`config.mk`:
```
export PLATFORM = sky130hd
export DESIGN_NAME = pht_ctrl_flat
export DESIGN_NICKNAME = d
export VERILOG_FILES = /design/src/rtl/pht_ctrl_if.sv /design/src/rtl/pht_ctrl.sv /design/src/flat_wrapper.sv
export SDC_FILE = /design/constraint.sdc
export NUM_CORES = 1
export LEC_CHECK = 0
export BUFFER_PORTS_ARGS = -buffer_cell sky130_fd_sc_hd__buf_2
export CAP_MARGIN = 0
export CORE_MARGIN = 2
export CORE_UTILIZATION = 40
export CTS_CLUSTER_SIZE = 14
export DETAILED_ROUTE_END_ITERATION = 10
export PLACE_DENSITY = 0.6
export SKIP_LAST_GASP = 1
export SLEW_MARGIN = 30
export SYNTH_ARGS = -nofsm -noshare
export SYNTH_HDL_FRONTEND = slang
export SYNTH_SLANG_ARGS = --single-unit
```
`constraint.sdc`:
```
create_clock -name clk -period 7.1 [get_ports clk]
set_input_delay 0 -clock clk [delete_from_list [all_inputs] [get_ports clk]]
set_output_delay 0 -clock clk [all_outputs]
set_load 0.01 [all_outputs]
```
`src/rtl/pht_ctrl_if.sv`:
```
// ---------------------------------------------------------------------------
// pht_ctrl_if
// Bundles every handshake and PHT-side signal of pht_ctrl.
//   slave  : the controller side (pht_ctrl)
//   master : the environment side (requesters, resolver and the PHT)
// Signal groups:
//   prediction request  : pred_req, pc_idx, pred_ack
//   prediction response : pred_out, pred_out_idx, pred_out_valid, pred_timeout
//   resolve enqueue     : res_req, res_idx, res_taken, res_ready
//   PHT access          : pht_predict, pht_resolve, pht_incr, pht_decr,
//                         pht_index, pht_pred, pht_pred_valid
//   history             : ghr
// ---------------------------------------------------------------------------
interface pht_ctrl_if #(
  parameter int W_IND = 4
);
  logic             pred_req;
  logic [W_IND-1:0] pc_idx;
  logic             pred_ack;

  logic             pred_out;
  logic [W_IND-1:0] pred_out_idx;
  logic             pred_out_valid;
  logic             pred_timeout;

  logic             res_req;
  logic [W_IND-1:0] res_idx;
  logic             res_taken;
  logic             res_ready;

  logic             pht_predict;
  logic             pht_resolve;
  logic             pht_incr;
  logic             pht_decr;
  logic [W_IND-1:0] pht_index;
  logic             pht_pred;
  logic             pht_pred_valid;

  logic [W_IND-1:0] ghr;

  modport slave (
    input  pred_req, pc_idx, res_req, res_idx, res_taken, pht_pred, pht_pred_valid,
    output pred_ack, pred_out, pred_out_idx, pred_out_valid, pred_timeout,
           res_ready, pht_predict, pht_resolve, pht_incr, pht_decr, pht_index, ghr
  );

  modport master (
    output pred_req, pc_idx, res_req, res_idx, res_taken, pht_pred, pht_pred_valid,
    input  pred_ack, pred_out, pred_out_idx, pred_out_valid, pred_timeout,
           res_ready, pht_predict, pht_resolve, pht_incr, pht_decr, pht_index, ghr
  );
endinterface

```
`src/rtl/pht_ctrl.sv`:
```
// ---------------------------------------------------------------------------
// pht_ctrl
// Arbitrates a pattern history table between branch prediction lookups and
// branch resolution updates. Resolutions are buffered in a small queue and
// drained one per cycle; predictions use a gshare index (pc_idx XOR ghr) and
// wait for the PHT to answer, with a bounded timeout.
// Ports:
//   clk : clock, all state changes on its rising edge
//   rst : asynchronous active-low reset
//   bus : pht_ctrl_if.slave, carrying request/response/resolve/PHT signals
// Parameters:
//   W_IND      : PHT index width (PHT depth 2**W_IND), at least 2
//   FIFO_DEPTH : resolve-queue entries
//   TIMEOUT    : WAIT_PRED cycles allowed before a timeout response
// ---------------------------------------------------------------------------
module pht_ctrl #(
  parameter int W_IND      = 4,
  parameter int FIFO_DEPTH = 4,
  parameter int TIMEOUT    = 4
) (
  input  logic      clk,
  input  logic      rst,
  pht_ctrl_if.slave bus
);

  localparam int PTR_W = (FIFO_DEPTH > 1) ? $clog2(FIFO_DEPTH) : 1;
  localparam int CNT_W = $clog2(FIFO_DEPTH + 1);
  localparam int TMO_W = (TIMEOUT > 1) ? $clog2(TIMEOUT) : 1;

  localparam logic [PTR_W-1:0] PTR_LAST = PTR_W'(FIFO_DEPTH - 1);
  localparam logic [CNT_W-1:0] CNT_FULL = CNT_W'(FIFO_DEPTH);
  localparam logic [TMO_W-1:0] TMO_LAST = TMO_W'(TIMEOUT - 1);

  typedef enum logic [0:0] {
    IDLE      = 1'b0,
    WAIT_PRED = 1'b1
  } state_t;

  state_t           r_state;
  state_t           w_state_nxt;

  // queue entry = {index, taken}
  logic [W_IND:0]   r_mem [FIFO_DEPTH];
  logic [PTR_W-1:0] r_wr_ptr;
  logic [PTR_W-1:0] r_rd_ptr;
  logic [CNT_W-1:0] r_count;

  logic [W_IND-1:0] r_ghr;
  logic [W_IND-1:0] r_idx;
  logic [TMO_W-1:0] r_tmo;

  logic             r_pred_out;
  logic [W_IND-1:0] r_pred_out_idx;
  logic             r_pred_out_valid;
  logic             r_pred_timeout;

  logic             w_full;
  logic             w_empty;
  logic             w_enq;
  logic             w_drain;
  logic             w_pred_ack;
  logic             w_hit;
  logic             w_expire;
  logic [W_IND-1:0] w_head_idx;
  logic             w_head_taken;
  logic             w_pht_predict;
  logic             w_pht_resolve;
  logic             w_pht_incr;
  logic             w_pht_decr;
  logic [W_IND-1:0] w_pht_index;

  // Pointer advance with explicit wrap so non power-of-two depths still work.
  function automatic logic [PTR_W-1:0] ptr_inc(input logic [PTR_W-1:0] p);
    if (p == PTR_LAST) begin
      ptr_inc = {PTR_W{1'b0}};
    end else begin
      ptr_inc = p + PTR_W'(1);
    end
  endfunction

  assign w_full       = (r_count == CNT_FULL);
  assign w_empty      = (r_count == {CNT_W{1'b0}});
  assign w_enq        = bus.res_req & ~w_full;
  assign w_head_idx   = r_mem[r_rd_ptr][W_IND:1];
  assign w_head_taken = r_mem[r_rd_ptr][0];

  // Next-state and access arbitration: full queue beats prediction, which
  // beats an opportunistic drain; WAIT_PRED blocks drains entirely.
  always_comb begin
    w_state_nxt = r_state;
    w_drain     = 1'b0;
    w_pred_ack  = 1'b0;
    w_hit       = 1'b0;
    w_expire    = 1'b0;
    case (r_state)
      IDLE: begin
        if (w_full) begin
          w_drain = 1'b1;
        end else if (bus.pred_req) begin
          w_pred_ack  = 1'b1;
          w_state_nxt = WAIT_PRED;
        end else if (!w_empty) begin
          w_drain = 1'b1;
        end else begin
          w_drain = 1'b0;
        end
      end
      WAIT_PRED: begin
        // A response arriving on the last allowed cycle still wins.
        if (bus.pht_pred_valid) begin
          w_hit       = 1'b1;
          w_state_nxt = IDLE;
        end else if (r_tmo == TMO_LAST) begin
          w_expire    = 1'b1;
          w_state_nxt = IDLE;
        end else begin
          w_state_nxt = WAIT_PRED;
        end
      end
      default: begin
        w_state_nxt = IDLE;
      end
    endcase
  end

  // PHT strobes; predict and resolve are mutually exclusive by state.
  always_comb begin
    w_pht_predict = (r_state == WAIT_PRED);
    w_pht_resolve = w_drain;
    w_pht_incr    = w_drain & w_head_taken;
    w_pht_decr    = w_drain & ~w_head_taken;
    if (r_state == WAIT_PRED) begin
      w_pht_index = r_idx;
    end else if (w_drain) begin
      w_pht_index = w_head_idx;
    end else begin
      w_pht_index = {W_IND{1'b0}};
    end
  end

  // State register.
  always_ff @(posedge clk or negedge rst) begin
    if (!rst) begin
      r_state <= IDLE;
    end else begin
      r_state <= w_state_nxt;
    end
  end

  // Resolve queue storage, pointers and occupancy.
  always_ff @(posedge clk or negedge rst) begin
    if (!rst) begin
      for (int i = 0; i < FIFO_DEPTH; i++) begin
        r_mem[i] <= {(W_IND + 1){1'b0}};
      end
      r_wr_ptr <= {PTR_W{1'b0}};
      r_rd_ptr <= {PTR_W{1'b0}};
      r_count  <= {CNT_W{1'b0}};
    end else begin
      if (w_enq) begin
        r_mem[r_wr_ptr] <= {bus.res_idx, bus.res_taken};
        r_wr_ptr        <= ptr_inc(r_wr_ptr);
      end
      if (w_drain) begin
        r_rd_ptr <= ptr_inc(r_rd_ptr);
      end
      case ({w_enq, w_drain})
        2'b10:   r_count <= r_count + CNT_W'(1);
        2'b01:   r_count <= r_count - CNT_W'(1);
        default: r_count <= r_count;
      endcase
    end
  end

  // Global history shifts in the outcome of every drained branch.
  always_ff @(posedge clk or negedge rst) begin
    if (!rst) begin
      r_ghr <= {W_IND{1'b0}};
    end else if (w_drain) begin
      r_ghr <= {r_ghr[W_IND-2:0], w_head_taken};
    end else begin
      r_ghr <= r_ghr;
    end
  end

  // Latch the gshare index on accept and count cycles spent waiting.
  always_ff @(posedge clk or negedge rst) begin
    if (!rst) begin
      r_idx <= {W_IND{1'b0}};
      r_tmo <= {TMO_W{1'b0}};
    end else begin
      if (w_pred_ack) begin
        r_idx <= bus.pc_idx ^ r_ghr;
      end
      if ((r_state == WAIT_PRED) && (w_state_nxt == WAIT_PRED)) begin
        r_tmo <= r_tmo + TMO_W'(1);
      end else begin
        r_tmo <= {TMO_W{1'b0}};
      end
    end
  end

  // Registered prediction response; valid and timeout are one-cycle pulses.
  always_ff @(posedge clk or negedge rst) begin
    if (!rst) begin
      r_pred_out       <= 1'b0;
      r_pred_out_idx   <= {W_IND{1'b0}};
      r_pred_out_valid <= 1'b0;
      r_pred_timeout   <= 1'b0;
    end else begin
      r_pred_out_valid <= w_hit | w_expire;
      r_pred_timeout   <= w_expire;
      r_pred_out       <= w_hit & bus.pht_pred;
      if (w_hit | w_expire) begin
        r_pred_out_idx <= r_idx;
      end
    end
  end

  assign bus.pred_ack       = w_pred_ack;
  assign bus.res_ready      = ~w_full;
  assign bus.pht_predict    = w_pht_predict;
  assign bus.pht_resolve    = w_pht_resolve;
  assign bus.pht_incr       = w_pht_incr;
  assign bus.pht_decr       = w_pht_decr;
  assign bus.pht_index      = w_pht_index;
  assign bus.ghr            = r_ghr;
  assign bus.pred_out       = r_pred_out;
  assign bus.pred_out_idx   = r_pred_out_idx;
  assign bus.pred_out_valid = r_pred_out_valid;
  assign bus.pred_timeout   = r_pred_timeout;

endmodule

```
`src/flat_wrapper.sv`:
```
// flat-port wrapper written by rule: the top's interface ports become plain ports
module pht_ctrl_flat 
#(
  parameter int W_IND      = 4,
  parameter int FIFO_DEPTH = 4,
  parameter int TIMEOUT    = 4
)
  (clk, rst, bus_pred_req, bus_pc_idx, bus_res_req, bus_res_idx, bus_res_taken, bus_pht_pred, bus_pht_pred_valid, bus_pred_ack, bus_pred_out, bus_pred_out_idx, bus_pred_out_valid, bus_pred_timeout, bus_res_ready, bus_pht_predict, bus_pht_resolve, bus_pht_incr, bus_pht_decr, bus_pht_index, bus_ghr);
  pht_ctrl_if #(.W_IND(W_IND)) bus_i ();
  input  logic clk;
  input  logic rst;
  input wire logic [$bits(bus_i.pred_req)-1:0] bus_pred_req;
  input wire logic [$bits(bus_i.pc_idx)-1:0] bus_pc_idx;
  input wire logic [$bits(bus_i.res_req)-1:0] bus_res_req;
  input wire logic [$bits(bus_i.res_idx)-1:0] bus_res_idx;
  input wire logic [$bits(bus_i.res_taken)-1:0] bus_res_taken;
  input wire logic [$bits(bus_i.pht_pred)-1:0] bus_pht_pred;
  input wire logic [$bits(bus_i.pht_pred_valid)-1:0] bus_pht_pred_valid;
  output wire logic [$bits(bus_i.pred_ack)-1:0] bus_pred_ack;
  output wire logic [$bits(bus_i.pred_out)-1:0] bus_pred_out;
  output wire logic [$bits(bus_i.pred_out_idx)-1:0] bus_pred_out_idx;
  output wire logic [$bits(bus_i.pred_out_valid)-1:0] bus_pred_out_valid;
  output wire logic [$bits(bus_i.pred_timeout)-1:0] bus_pred_timeout;
  output wire logic [$bits(bus_i.res_ready)-1:0] bus_res_ready;
  output wire logic [$bits(bus_i.pht_predict)-1:0] bus_pht_predict;
  output wire logic [$bits(bus_i.pht_resolve)-1:0] bus_pht_resolve;
  output wire logic [$bits(bus_i.pht_incr)-1:0] bus_pht_incr;
  output wire logic [$bits(bus_i.pht_decr)-1:0] bus_pht_decr;
  output wire logic [$bits(bus_i.pht_index)-1:0] bus_pht_index;
  output wire logic [$bits(bus_i.ghr)-1:0] bus_ghr;
  assign bus_i.pred_req = bus_pred_req;
  assign bus_i.pc_idx = bus_pc_idx;
  assign bus_i.res_req = bus_res_req;
  assign bus_i.res_idx = bus_res_idx;
  assign bus_i.res_taken = bus_res_taken;
  assign bus_i.pht_pred = bus_pht_pred;
  assign bus_i.pht_pred_valid = bus_pht_pred_valid;
  assign bus_pred_ack = bus_i.pred_ack;
  assign bus_pred_out = bus_i.pred_out;
  assign bus_pred_out_idx = bus_i.pred_out_idx;
  assign bus_pred_out_valid = bus_i.pred_out_valid;
  assign bus_pred_timeout = bus_i.pred_timeout;
  assign bus_res_ready = bus_i.res_ready;
  assign bus_pht_predict = bus_i.pht_predict;
  assign bus_pht_resolve = bus_i.pht_resolve;
  assign bus_pht_incr = bus_i.pht_incr;
  assign bus_pht_decr = bus_i.pht_decr;
  assign bus_pht_index = bus_i.pht_index;
  assign bus_ghr = bus_i.ghr;
  pht_ctrl #(.W_IND(W_IND), .FIFO_DEPTH(FIFO_DEPTH), .TIMEOUT(TIMEOUT)) u_core (.clk(clk), .rst(rst), .bus(bus_i));
endmodule
```
Word-level counts from Yosys, hierarchy flattened
Index checks and enable logic that the tools add are counted.
{"block": "word_totals", "input_bits": 15, "out_inout_bits": 21, "elab_cells": 71, "reg_bits": 45}
{"block": "classes", "n_bitwise": 11, "n_eq_ne": 6, "n_mux": 27, "n_reduce_logical": 4, "n_lt_le_gt_ge": 3, "n_addsub": 5}
{"cell": "$bwmux 20", "n": 1}
{"cell": "$mux 5", "n": 3}
{"cell": "$mux 1", "n": 14}
{"cell": "$bmux 5 s2", "n": 1}
{"cell": "$demux 5 s2", "n": 1}
{"cell": "$eq 2x2->1 const B", "n": 4}
{"cell": "$mux 4", "n": 2}
{"cell": "$add 2x1->2 const B", "n": 3}
{"cell": "$ge 3x3->1 const B", "n": 2}
{"cell": "$mux 2", "n": 3}
{"cell": "$not 2->3", "n": 2}
{"cell": "$pmux 3 s2", "n": 1}
{"cell": "$and 1x1->1", "n": 4}
{"cell": "$xor 4x4->4", "n": 1}
{"cell": "$add 3x1->3 const B", "n": 1}
{"cell": "$eq 3x3->1 const B", "n": 1}
{"cell": "$logic_not 3->1", "n": 1}
{"cell": "$lt 3x1->1 const B", "n": 1}
{"cell": "$not 1->1", "n": 3}
{"cell": "$sub 3x1->3 const B", "n": 1}
{"cell": "$eq 2x1->1 const B", "n": 1}
{"cell": "$logic_and 1x1->1", "n": 2}
{"cell": "$pmux 1 s2", "n": 1}
{"cell": "$reduce_bool 2->1", "n": 1}
{"cell": "$or 1x1->1", "n": 1}

Depth between registers and ports, before layout
Gate-level depths: netlist of run 1.
{"block": "logic_depth", "ltp_word": 7, "depth_mapped": 10, "ltp_nobuf": 8}

Worst setup path after synthesis of run 1
No wires, ideal clock.
{"block": "synth_timing", "path_kind": "register to register", "start": "register u_core.r_count[0]", "end": "register u_core.r_count[2]", "setup_slack_ps": 4742, "arrival_ps": 2279, "t_required_ps": 7021, "path_stages_with_launch": 11, "setup_time_ps": 79, "n_path_buf": 2, "synth_period_minus_slack_ps": 2358, "path_cell_list": "dfrtp_1 > or3b_1 > buf_6 > a21oi_4 > buf_6 > ha_1 > inv_1 > fa_1 > xor2_1 > nor2_1 > xor2_1"}
{"block": "synth_via", "elab_cells_between_ends": 14, "cone_classes": "add/sub (2); eq/ne (3); mux (5); bitwise (2); reduce/logical (2)"}
{"item": "from (decl)", "line": "pht_ctrl.sv:46", "text": "logic [CNT_W-1:0] r_count;"}
{"item": "from (signal assigned)", "line": "pht_ctrl.sv:158", "text": "r_count <= {CNT_W{1'b0}};"}
{"item": "from (signal assigned)", "line": "pht_ctrl.sv:168", "text": "2'b10: r_count <= r_count + CNT_W'(1);"}
{"item": "from (signal assigned)", "line": "pht_ctrl.sv:169", "text": "2'b01: r_count <= r_count - CNT_W'(1);"}
{"item": "$eq 3x3->1 *", "line": "pht_ctrl.sv:81", "text": "assign w_full = (r_count == CNT_FULL);"}
{"item": "$not 1->1 *"}
{"item": "net bus_res_ready", "line": "flat_wrapper.sv:24", "text": "output wire logic [$bits(bus_i.res_ready)-1:0] bus_res_ready;"}
{"item": "$and 1x1->1 *", "line": "pht_ctrl.sv:83", "text": "assign w_enq = bus.res_req & ~w_full;"}
{"item": "$eq 2x1->1 / $eq 2x2->1 (equally long branches)", "line": "pht_ctrl.sv:167", "text": "case ({w_enq, w_drain})"}
{"item": "$pmux 3 s2 / $reduce_bool 2->1 (equally long branches)"}
Mark *: on every way through the listed nets, which the timed path passes. The rest lies on a longest branch.
A chain may end at the register's enable or synchronous reset.

Worst setup path in the final report of run 1
{"block": "layout_timing", "start": "register u_core.r_count[0]", "end": "register u_core.r_count[2]"}
{"block": "layout_via", "elab_chain_len": 7, "elab_cells_between_ends": 14, "cone_classes": "add/sub (2); eq/ne (3); mux (5); bitwise (2); reduce/logical (2)"}
{"item": "$logic_not 3->1", "line": "pht_ctrl.sv:82", "text": "assign w_empty = (r_count == {CNT_W{1'b0}});"}
{"item": "$mux 1", "line": "pht_ctrl.sv:102", "text": "end else if (!w_empty) begin"}
{"item": "$mux 1", "line": "pht_ctrl.sv:99", "text": "end else if (bus.pred_req) begin"}
{"item": "$mux 1", "line": "pht_ctrl.sv:97", "text": "if (w_full) begin"}
{"item": "$mux 1", "line": "pht_ctrl.sv:95", "text": "case (r_state)"}
{"item": "$eq 2x1->1 / $eq 2x2->1 (equally long branches)", "line": "pht_ctrl.sv:167"}
{"item": "$pmux 3 s2 / $reduce_bool 2->1 (equally long branches)"}
Several ways; a longest one is shown, not always the timed one.

==> flow_summary.ini, run 1 <==
[outcome]
status = finished, final reports clean

[detailed_routing]
wirelength_um = 4072
routed-via-count = 1282
dr.pass1.iters = 2
drc = 0
first_iter_violations = 36
wl_per_cell_um = 15.48
via_per_inst = 4.875
postRouteAntennaNets = 0

[sta]
holdWs_ps = 115.5
hold_viol_final = 0
slew_headroom_pct = 61.46
finalClockSkew_ps = 7.144
rsz0062_at_grt = no
tns_ps = 0
setup_violations = 0
worst_slew_pin_slew_ps = 578.1
fin_ws_ps = 4456
slew_viol_final = 0
fmax_mhz = 378.2
finalCritPeriodShare_pct = 37.24
fin_crit_ps = 2644

[clock_network]
clock_sinks = 45
cts_made_buffers = 5
cts_tree = yes
htree_levels = 2
insertion_delay_ps = 300
cts_resized = 0
cts_root_buf = clkbuf_8
ctsHoldBuffers = 9
cts.path.max_buffers = 2
cts_setup_buffers = 0
clkSlewWorstSetupHoldPaths_ps = 90

[final_layout]
fin_util_pct = 48.98
design_area_mm2 = 0.002470
seqCellArea_mm2 = 0.001126
fillers = 470
multi_input_area_um2 = 883.3
nNetsFinal = 215
syn_to_final_growth_pct = 19.13
final_layout_size_suffix_gt1_share_pct = 41.45
instances_no_fill = 263
diodes = 0

[critical_path]
crit_family = adder cells
crit_required_ps = 7310
crit_type = flop to flop
crit_arrival_ps = 2850
slowest_stage = or3b_1
start_kind = flop
worstPathCellList = or3b_1, a21oi_4, ha_1, inv_1, fa_1, xor2_1, nor2_1, xor2_1
critical-path-max-stage-delay_ps = 540
path_common_cell = xor2_1
endpoint_kind = flop
critPathMaxFanout = 14
crit_buf_inv = 1

[grt]
grt_pass1_wl_um = 7038
antenna_found_initial = 0
grt_use_total_pct = 15.45
grt-ovfl-total = 0
first_global_vias = 1397
grt_max_degree = 46

[synth]
ys_top_cells_by_area = dfrtp_1 54%, mux2_2 15%, mux4_2 5.4%
yosys.area.top_type_share_pct = 54.32
synth_top_area_cell = dfrtp_1
syn_nets = 169
syn_inst = 146
synth_most_common_cell = dfrtp_1
syn_area_mm2 = 0.002073
async_flop_share_pct = 100.0
synth_top_flop_cell = dfrtp_1
synth_warnings = 0
synth_common_cells = 45 x dfrtp_1, 28 x mux2_2, 13 x nand2_1
syn_avg_cell_area_um2 = 14.20
yosysSeqAreaShare_pct = 54.32
synth_edf_count = 0
ys_ff_latch = 45
synth_cell_types = 27

[power]
p_leak_nw = 1.191
p_sw_mw = 0.3927
pwr-share-clk_pct = 14.0
combinationalPowerShare_pct = 42.5
seqPwrFrac_pct = 43.5
power_density_mw_per_mm2 = 448.0
fin_total_pwr_mw = 1.107
ir_drop_uv = 161.5
p_int_mw = 0.7138
swShare_pct = 35.49

[die]
design.core.area_mm2 = 0.005042
num_rows = 26
die_x_um = 76.00
num_io_pins = 36
dieArea_mm2 = 0.005775
fp.dieH_um = 76.00
start_util_pct = 41.12

[placed_design]
place_area_mm2 = 0.002295
dp_slack_ps = 4457
dpl.hpwl_um = 2868
dp.cells = 246
place.gp.congestion = 0.7406
port_buffers = 35

[job]
cap_viol_max_count = 0

[worst_hold_path]
hold_path.class = input pin to flop
## cells by family after synthesis
kind of cell             Yosys count  share of synthesized area, %
AND/OR/NAND/NOR                   29                         7.122
adder cells (fa/ha/maj)            8                         5.190
XOR/XNOR                           7                         2.957
multiplexers                      38                         24.02
AO/OA/AOI/OAI                      8                         3.319
buffers and inverters             11                         3.078
flip-flops                        45                         54.32
## flip-flops by register name (all words and copies together) (netlist names)
signal                     flops
u_core.r_wr_ptr                2
u_core.bus.pred_timeout        1
u_core.r_count                 3
u_core.r_rd_ptr                2
u_core.bus.ghr                 4
u_core.r_mem                  20
u_core.bus.pht_predict         1
u_core.bus.pred_out_valid      1
u_core.bus.pred_out_idx        4
u_core.r_idx                   4
u_core.bus.pred_out            1
u_core.r_tmo                   2
## worst reg2reg max path, delay by kind of cell, from the launching register on
family,cells,cell delay (ps)
AO/OA/AOI/OAI,1,400
flip-flops,1,420
AND/OR/NAND/NOR,2,650
XOR/XNOR,2,340
buffers and inverters,1,70
adder cells (fa/ha/maj),2,680
## placed cells by master (no fill, tap or decap), types with 2 or more instances in the layout
master          n
nand3_1         4
nand2_1        13
clkbuf_8        5
dlygate4sd3_1   9
a22o_1          4
inv_1           6
ha_1            7
dfrtp_1        45
mux2_4          4
clkinv_2        2
nor2_1          4
mux2_2         28
mux4_2          5
xor2_1          6
buf_2          34
and3b_1         2
## per-layer routing
layer	GRT usage [%]	routed length (µm)	share of wire, %
met2	25.27	1986	49
met1	19.76	1834	45
met3	4.621	189	4.6
met5	0	0	0
met4	5.273	61	1.5
## power groups by stage
stage	combinational, mW	sequential (mW)	clock, mW
finish	0.470	0.482	0.154
global route	0.523	0.501	0.170
CTS	0.479	0.483	0.159
detailed placement	0.473	0.487	0
global placement	0.451	0.478	0
floorplan	0.359	0.459	0
## cell type report
| type | count | area share [%] |
|---|---|---|
| clock buffers | 6 | 2.938 |
| well taps | 70 | 3.546 |
| multi-input cells | 90 | 35.76 |
| clock inverters | 2 | 0.4053 |
| flip-flops and latches | 45 | 45.59 |
| inverters | 6 | 0.9119 |
| repair buffers | 44 | 10.84 |
## worst paths after layout
check                                                   start                       endpoint  slack (ps)  depth (start not counted)
max in group asynchronous                                 rst    u_core.r_mem[7]$_DFFE_PN0P_        6460                          2
worst min register to register      u_core.r_tmo[0]$_DFF_PN0_      u_core.r_tmo[0]$_DFF_PN0_         450                          1
min in group asynchronous                                 rst      u_core.r_tmo[1]$_DFF_PN0_         240                          2
worst min-delay path                            bus_pc_idx[1]    u_core.r_idx[1]$_DFFE_PN0P_         120                          3
worst max-delay path            u_core.r_count[0]$_DFFE_PN0P_  u_core.r_count[2]$_DFFE_PN0P_        4460                          8
worst max register to register  u_core.r_count[0]$_DFFE_PN0P_  u_core.r_count[2]$_DFFE_PN0P_        4460                          8
(Power assumes the default switching activity.)
==> inputs of run 2 (changes only) <==
--- a/config.mk
+++ b/config.mk
@@ -5,6 +5,7 @@
 export SDC_FILE = /design/constraint.sdc
 export NUM_CORES = 1
 export LEC_CHECK = 0
+export ABC_AREA = 1
 export BUFFER_PORTS_ARGS = -buffer_cell sky130_fd_sc_hd__buf_2
 export CAP_MARGIN = 0
 export CORE_MARGIN = 2
==> constraint.sdc (replaced) <==
create_clock -name clk -period 2.8 [get_ports clk]
set_input_delay 0 -clock clk [delete_from_list [all_inputs] [get_ports clk]]
set_output_delay 0 -clock clk [all_outputs]
set_load 0.01 [all_outputs]
==> flow_summary.ini, run 2 <==
[power]
p_int_mw = 1.676
p_leak_nw = 1.432
p_sw_mw = 1.181
seqPwrFrac_pct = 40.7
power_density_mw_per_mm2 = 1109
swShare_pct = 41.34
ir_drop_uv = 556.6
combinationalPowerShare_pct = 42.1
pwr-share-clk_pct = 17.1

[synth]
syn_nets = 285
syn_inst = 262
ys_ff_latch = 45
syn_avg_cell_area_um2 = 8.243
synth_most_common_cell = nand2_1
ys_top_cells_by_area = dfrtp_1 52%, nand2_1 17%, inv_1 7.0%
synth_top_area_cell = dfrtp_1
async_flop_share_pct = 100.0
synth_cell_types = 22
yosysSeqAreaShare_pct = 52.14
synth_common_cells = 98 x nand2_1, 45 x dfrtp_1, 40 x inv_1
yosys.area.top_type_share_pct = 52.14
syn_area_mm2 = 0.002160
synth_warnings = 0
synth_edf_count = 0
synth_top_flop_cell = dfrtp_1

[final_layout]
syn_to_final_growth_pct = 19.29
largest_register_ff_count = 20
largest_register = u_core.r_mem
final_layout_size_suffix_gt1_share_pct = 16.61
nNetsFinal = 329
seqCellArea_mm2 = 0.001126
layout_commonest_cell = nand2_1
diodes = 0
layout_common_cells = 98 x nand2_1, 45 x dfrtp_1, 40 x inv_1
fillers = 503
multi_input_area_um2 = 858.3

[critical_path]
start_kind = flop
r2r_cells = 9
r2r-start = u_core.r_count[0]$_DFFE_PN0P_
crit_arrival_ps = 2260
endpoint_kind = flop
ff2ff_setup_slack_ps = 720
critPathMaxFanout = 8
r2r-end = u_core.r_count[2]$_DFFE_PN0P_
crit_type = flop to flop
crit_required_ps = 2990

[sta]
slew_headroom_pct = 62.14
finalCritPeriodShare_pct = 74.16
worst_slew_pin_slew_ps = 567.9
fin_ws_ps = 723.6
rsz0062_at_grt = no
slew_viol_final = 0
fmax_mhz = 481.6
hold_viol_final = 0
fin_crit_ps = 2076
setup_violations = 0
finalClockSkew_ps = 7.709
tns_ps = 0

[grt]
first_global_vias = 1674
grt_max_degree = 46
grt_use_total_pct = 16.08
antenna_found_initial = 0
grt-ovfl-total = 0
grt_pass1_wl_um = 7652

[clock_network]
cts_tree = yes
insertion_delay_ps = 290
ctsHoldBuffers = 5
clock_sinks = 45
cts_resized = 0
cts_made_buffers = 5
cts_setup_buffers = 0
cts_root_buf = clkbuf_8
cts.path.max_buffers = 2
clkSlewWorstSetupHoldPaths_ps = 90
htree_levels = 2

[placed_design]
port_buffers = 35
place.gp.congestion = 0.8194
dpl.hpwl_um = 3105
dp_slack_ps = 717.8

[die]
start_util_pct = 41.75
num_rows = 26
die_x_um = 77.48
dieArea_mm2 = 0.006002
num_io_pins = 36
design.core.area_mm2 = 0.005172
fp.dieH_um = 77.48

[worst_hold_path]
hold_path.class = input pin to flop
hold_depth = 3
worstHoldStart = bus_res_idx[1]
holdPathEnd = u_core.r_mem[17]$_DFFE_PN0P_

[detailed_routing]
postRouteAntennaNets = 0
wirelength_um = 4339
drc = 0
dr.pass1.iters = 4
routed-via-count = 1726
first_iter_violations = 79
via_per_inst = 4.578
wl_per_cell_um = 11.51

[job]
cap_viol_max_count = 0

[outcome]
status = finished, final reports clean
## run 2: changes by cell type after synthesis, sizes merged, moves of 2 or more
cell / delta
o21ai: +25
and3b: -2
a21oi: +2
mux2: -32
inv: +34
xnor2: +4
mux4: -5
nand3: +13
xor2: -5
nand2: +86
nor2: +5
a22o: -4
## run 2: area by class of cell
type,count,area share [%]
clock buffers,5,2.671
clock inverters,3,1.797
inverters,41,5.974
multi-input cells,172,33.32
flip-flops and latches,45,43.71
well taps,70,3.400
repair buffers,41,9.131
## run 2: power by group through the flow
| stage | combinational, mW | sequential (mW) | clock [mW] |
|---|---|---|---|
| after detailed placement | 1.22 | 1.18 | 0 |
| after floorplan | 0.872 | 1.13 | 0 |
| after CTS | 1.23 | 1.16 | 0.508 |
| after global routing | 1.41 | 1.21 | 0.542 |
| final | 1.20 | 1.16 | 0.489 |
| after global placement | 1.20 | 1.16 | 0 |
## run 2: stage by stage
step	utilization [%]	instances	total power, mW	instance area [µm²]	hold slack [ps]
global placement	46.57	364	2.368	2409	201.2
detailed placement	46.61	364	2.399	2411	42.81
finish	49.81	377	2.857	2576	15.91
floorplan	-	262	2.000	2160	-295.6
global route	49.81	377	3.166	2576	18.17
CTS	49.81	377	2.906	2576	10.81
## run 2: logic make-up (layout without fill, tap and decap cells)
| family | Yosys count | in the layout | share of synthesized area (%) |
|---|---|---|---|
| compound gates | 30 | 30 | 7.474 |
| xor+xnor | 6 | 6 | 2.433 |
| fa+ha+maj | 8 | 8 | 4.982 |
| buf+inv | 45 | 90 | 8.110 |
| flops | 45 | 45 | 52.14 |
| simple gates | 128 | 128 | 24.86 |
## run 2: how the worst max path moves through the flow
stage | end | slack, ps | cells after the start | from
floorplan | u_core.r_count[2]$_DFFE_PN0P_ | 790 | 10 | u_core.r_count[0]$_DFFE_PN0P_
CTS | u_core.r_count[2]$_DFFE_PN0P_ | 690 | 10 | u_core.r_count[0]$_DFFE_PN0P_
global placement | u_core.r_count[2]$_DFFE_PN0P_ | 800 | 9 | u_core.r_count[0]$_DFFE_PN0P_
global route | u_core.r_count[2]$_DFFE_PN0P_ | 510 | 10 | u_core.r_count[0]$_DFFE_PN0P_
detailed placement | u_core.r_count[2]$_DFFE_PN0P_ | 720 | 9 | u_core.r_count[0]$_DFFE_PN0P_
finish | u_core.r_count[2]$_DFFE_PN0P_ | 720 | 9 | u_core.r_count[0]$_DFFE_PN0P_
## run 2: worst max-delay path, cell delays in order, from the launching register on
cell      delay [ps]
dfrtp_1          420
nor2_1           180
nand2_2          170
nand2_1          180
ha_1             200
inv_1             80
fa_1             430
nand2_1           80
nand3b_1          90
xor2_1           150
## run 2: per-layer routing
metal / GRT usage [%] / wire length, µm
met5: 0 / 0
met4: 5.357 / 57
met3: 2.907 / 120
met2: 25.74 / 2035
met1: 22.11 / 2125
==> inputs of run 3 (changes only) <==
==> constraint.sdc (replaced) <==
create_clock -name clk -period 2 [get_ports clk]
set_input_delay 0 -clock clk [delete_from_list [all_inputs] [get_ports clk]]
set_output_delay 0 -clock clk [all_outputs]
set_load 0.01 [all_outputs]
==> flow_summary.ini, run 3 (synthesized netlist as in run 2, its figures left out) <==
[detailed_routing]
postRouteAntennaNets = 0
routed-via-count = 1722
wl_per_cell_um = 11.48
first_iter_violations = 129
wirelength_um = 4409
via_per_inst = 4.484
drc = 0
dr.pass1.iters = 4

[die]
dieArea_mm2 = 0.006002
num_rows = 26
start_util_pct = 41.75
design.core.area_mm2 = 0.005172
num_io_pins = 36
fp.dieH_um = 77.48
die_x_um = 77.48

[clock_network]
cts_root_buf = clkbuf_8
cts.path.max_buffers = 2
cts_made_buffers = 5
htree_levels = 2
clkSlewWorstSetupHoldPaths_ps = 90
insertion_delay_ps = 290
clock_sinks = 45
cts_tree = yes

[critical_path]
r2r_cells = 9
start_kind = flop
ff2ff_setup_slack_ps = 210
endpoint_kind = flop
crit_arrival_ps = 1970
r2r-start = u_core.r_count[1]$_DFFE_PN0P_
r2r-end = u_core.r_count[2]$_DFFE_PN0P_
crit_required_ps = 2180
crit_type = flop to flop
critPathMaxFanout = 3
crit_start = u_core.r_count[1]$_DFFE_PN0P_

[final_layout]
final_layout_size_suffix_gt1_share_pct = 20.06
nNetsFinal = 336
largest_register_ff_count = 20
layout_commonest_cell = nand2_1
largest_register = u_core.r_mem
syn_to_final_growth_pct = 22.89
design_area_mm2 = 0.002654
layout_common_cells = 98 x nand2_1, 45 x dfrtp_1, 40 x inv_1
diodes = 0

[sta]
slew_viol_final = 0
finalClockSkew_ps = 5.456
setup_violations = 0
fin_crit_ps = 1790
tns_ps = 0
finalCritPeriodShare_pct = 89.51
slew_headroom_pct = 57.89
fmax_mhz = 558.6
hold_viol_final = 0
worst_slew_pin_slew_ps = 631.6
rsz0062_at_grt = no

[outcome]
status = finished, final reports clean

[placed_design]
place_area_mm2 = 0.002454
port_buffers = 35
place.gp.congestion = 0.7415
dpl.hpwl_um = 3184

[worst_hold_path]
hold_path.class = input pin to flop
hold_depth = 3
holdPathEnd = u_core.r_idx[2]$_DFFE_PN0P_
worstHoldStart = bus_pc_idx[2]

[grt]
grt_use_total_pct = 16.07
grt_pass1_wl_um = 7603
antenna_found_initial = 0
grt-ovfl-total = 0
grt_max_degree = 29
first_global_vias = 1604

[job]
cap_viol_max_count = 0

[power]
power_density_mw_per_mm2 = 1586
ir_drop_uv = 844.5
p_leak_nw = 1.478
[run 3: changes by cell type in the layout (fill, tap and decap cells not counted), sizes merged]
| cell | before | now |
|---|---|---|
| buf | 36 | 44 |
| clkinvlp | 1 | 0 |
| bufinv | 1 | 2 |
| dlygate4sd3 | 5 | 4 |
[run 3: routing by layer]
metal	up-vias	track usage, %	wire length [µm]
li1	905	-	-
met1	787	21.70	2121
met2	25	25.91	2077
met3	5	3.256	143
met4	0	5.357	68
met5	-	0	0
[run 3: through the flow]
| step | std cells | utilization (%) | hold WS (ps) | worst slack, ps | total power, mW |
|---|---|---|---|---|---|
| finish | 384 | 51.31 | 12.20 | 209.8 | 4.208 |
| floorplan | 262 | - | -295.6 | 36.18 | 2.802 |
| CTS | 382 | 50.80 | 3.313 | 61.19 | 4.213 |
| detailed placement | 370 | 47.44 | 61.14 | 78.22 | 3.393 |
| global route | 384 | 51.31 | 5.795 | 35.76 | 4.647 |
| global placement | 370 | 47.44 | 59.91 | 124.0 | 3.366 |
[run 3: layout make-up]
class | count | area [µm²]
sequential | 45 | 1126
tap | 70 | 87.58
multi-input combinational | 172 | 869.6
clock inverter | 3 | 65.06
inverter | 41 | 153.9
fill | 507 | 2519
clock buffer | 5 | 68.82
timing repair buffer | 48 | 282.8
[run 3: where the power goes]
part	switching, mW	internal, mW	leakage, nW	total, mW
Combinational	1.09	0.743	0.844	1.84
Clock	0.307	0.496	0.0681	0.803
Sequential	0.260	1.31	0.565	1.57
Total	1.66	2.55	1.48	4.21
[run 3: timing repair]
item,in CTS,in global routing
hold endpoints to repair,29,0
setup buffers,0,2
hold buffers,4,0
gates resized for setup,0,4
endpoints found under the setup margin,0,1
[run 3: worst max path at each step]
stage                               endpoint  slack [ps]
2_1_floorplan  u_core.r_count[2]$_DFFE_PN0P_          40
3_3_place_gp   u_core.r_count[2]$_DFFE_PN0P_         120
3_5_place_dp   u_core.r_count[2]$_DFFE_PN0P_          80
4_1_cts        u_core.r_count[2]$_DFFE_PN0P_          60
5_1_grt        u_core.r_count[2]$_DFFE_PN0P_          40
6_report       u_core.r_count[2]$_DFFE_PN0P_         210
[run 3: critical path: stages (launching register included)]
cell	delay [ps]
dfrtp_1	410
o21ai_2	150
nand2_1	70
nor2_2	110
ha_2	190
inv_1	70
fa_2	380
nand2_1	70
nand3b_1	80
xor2_1	150
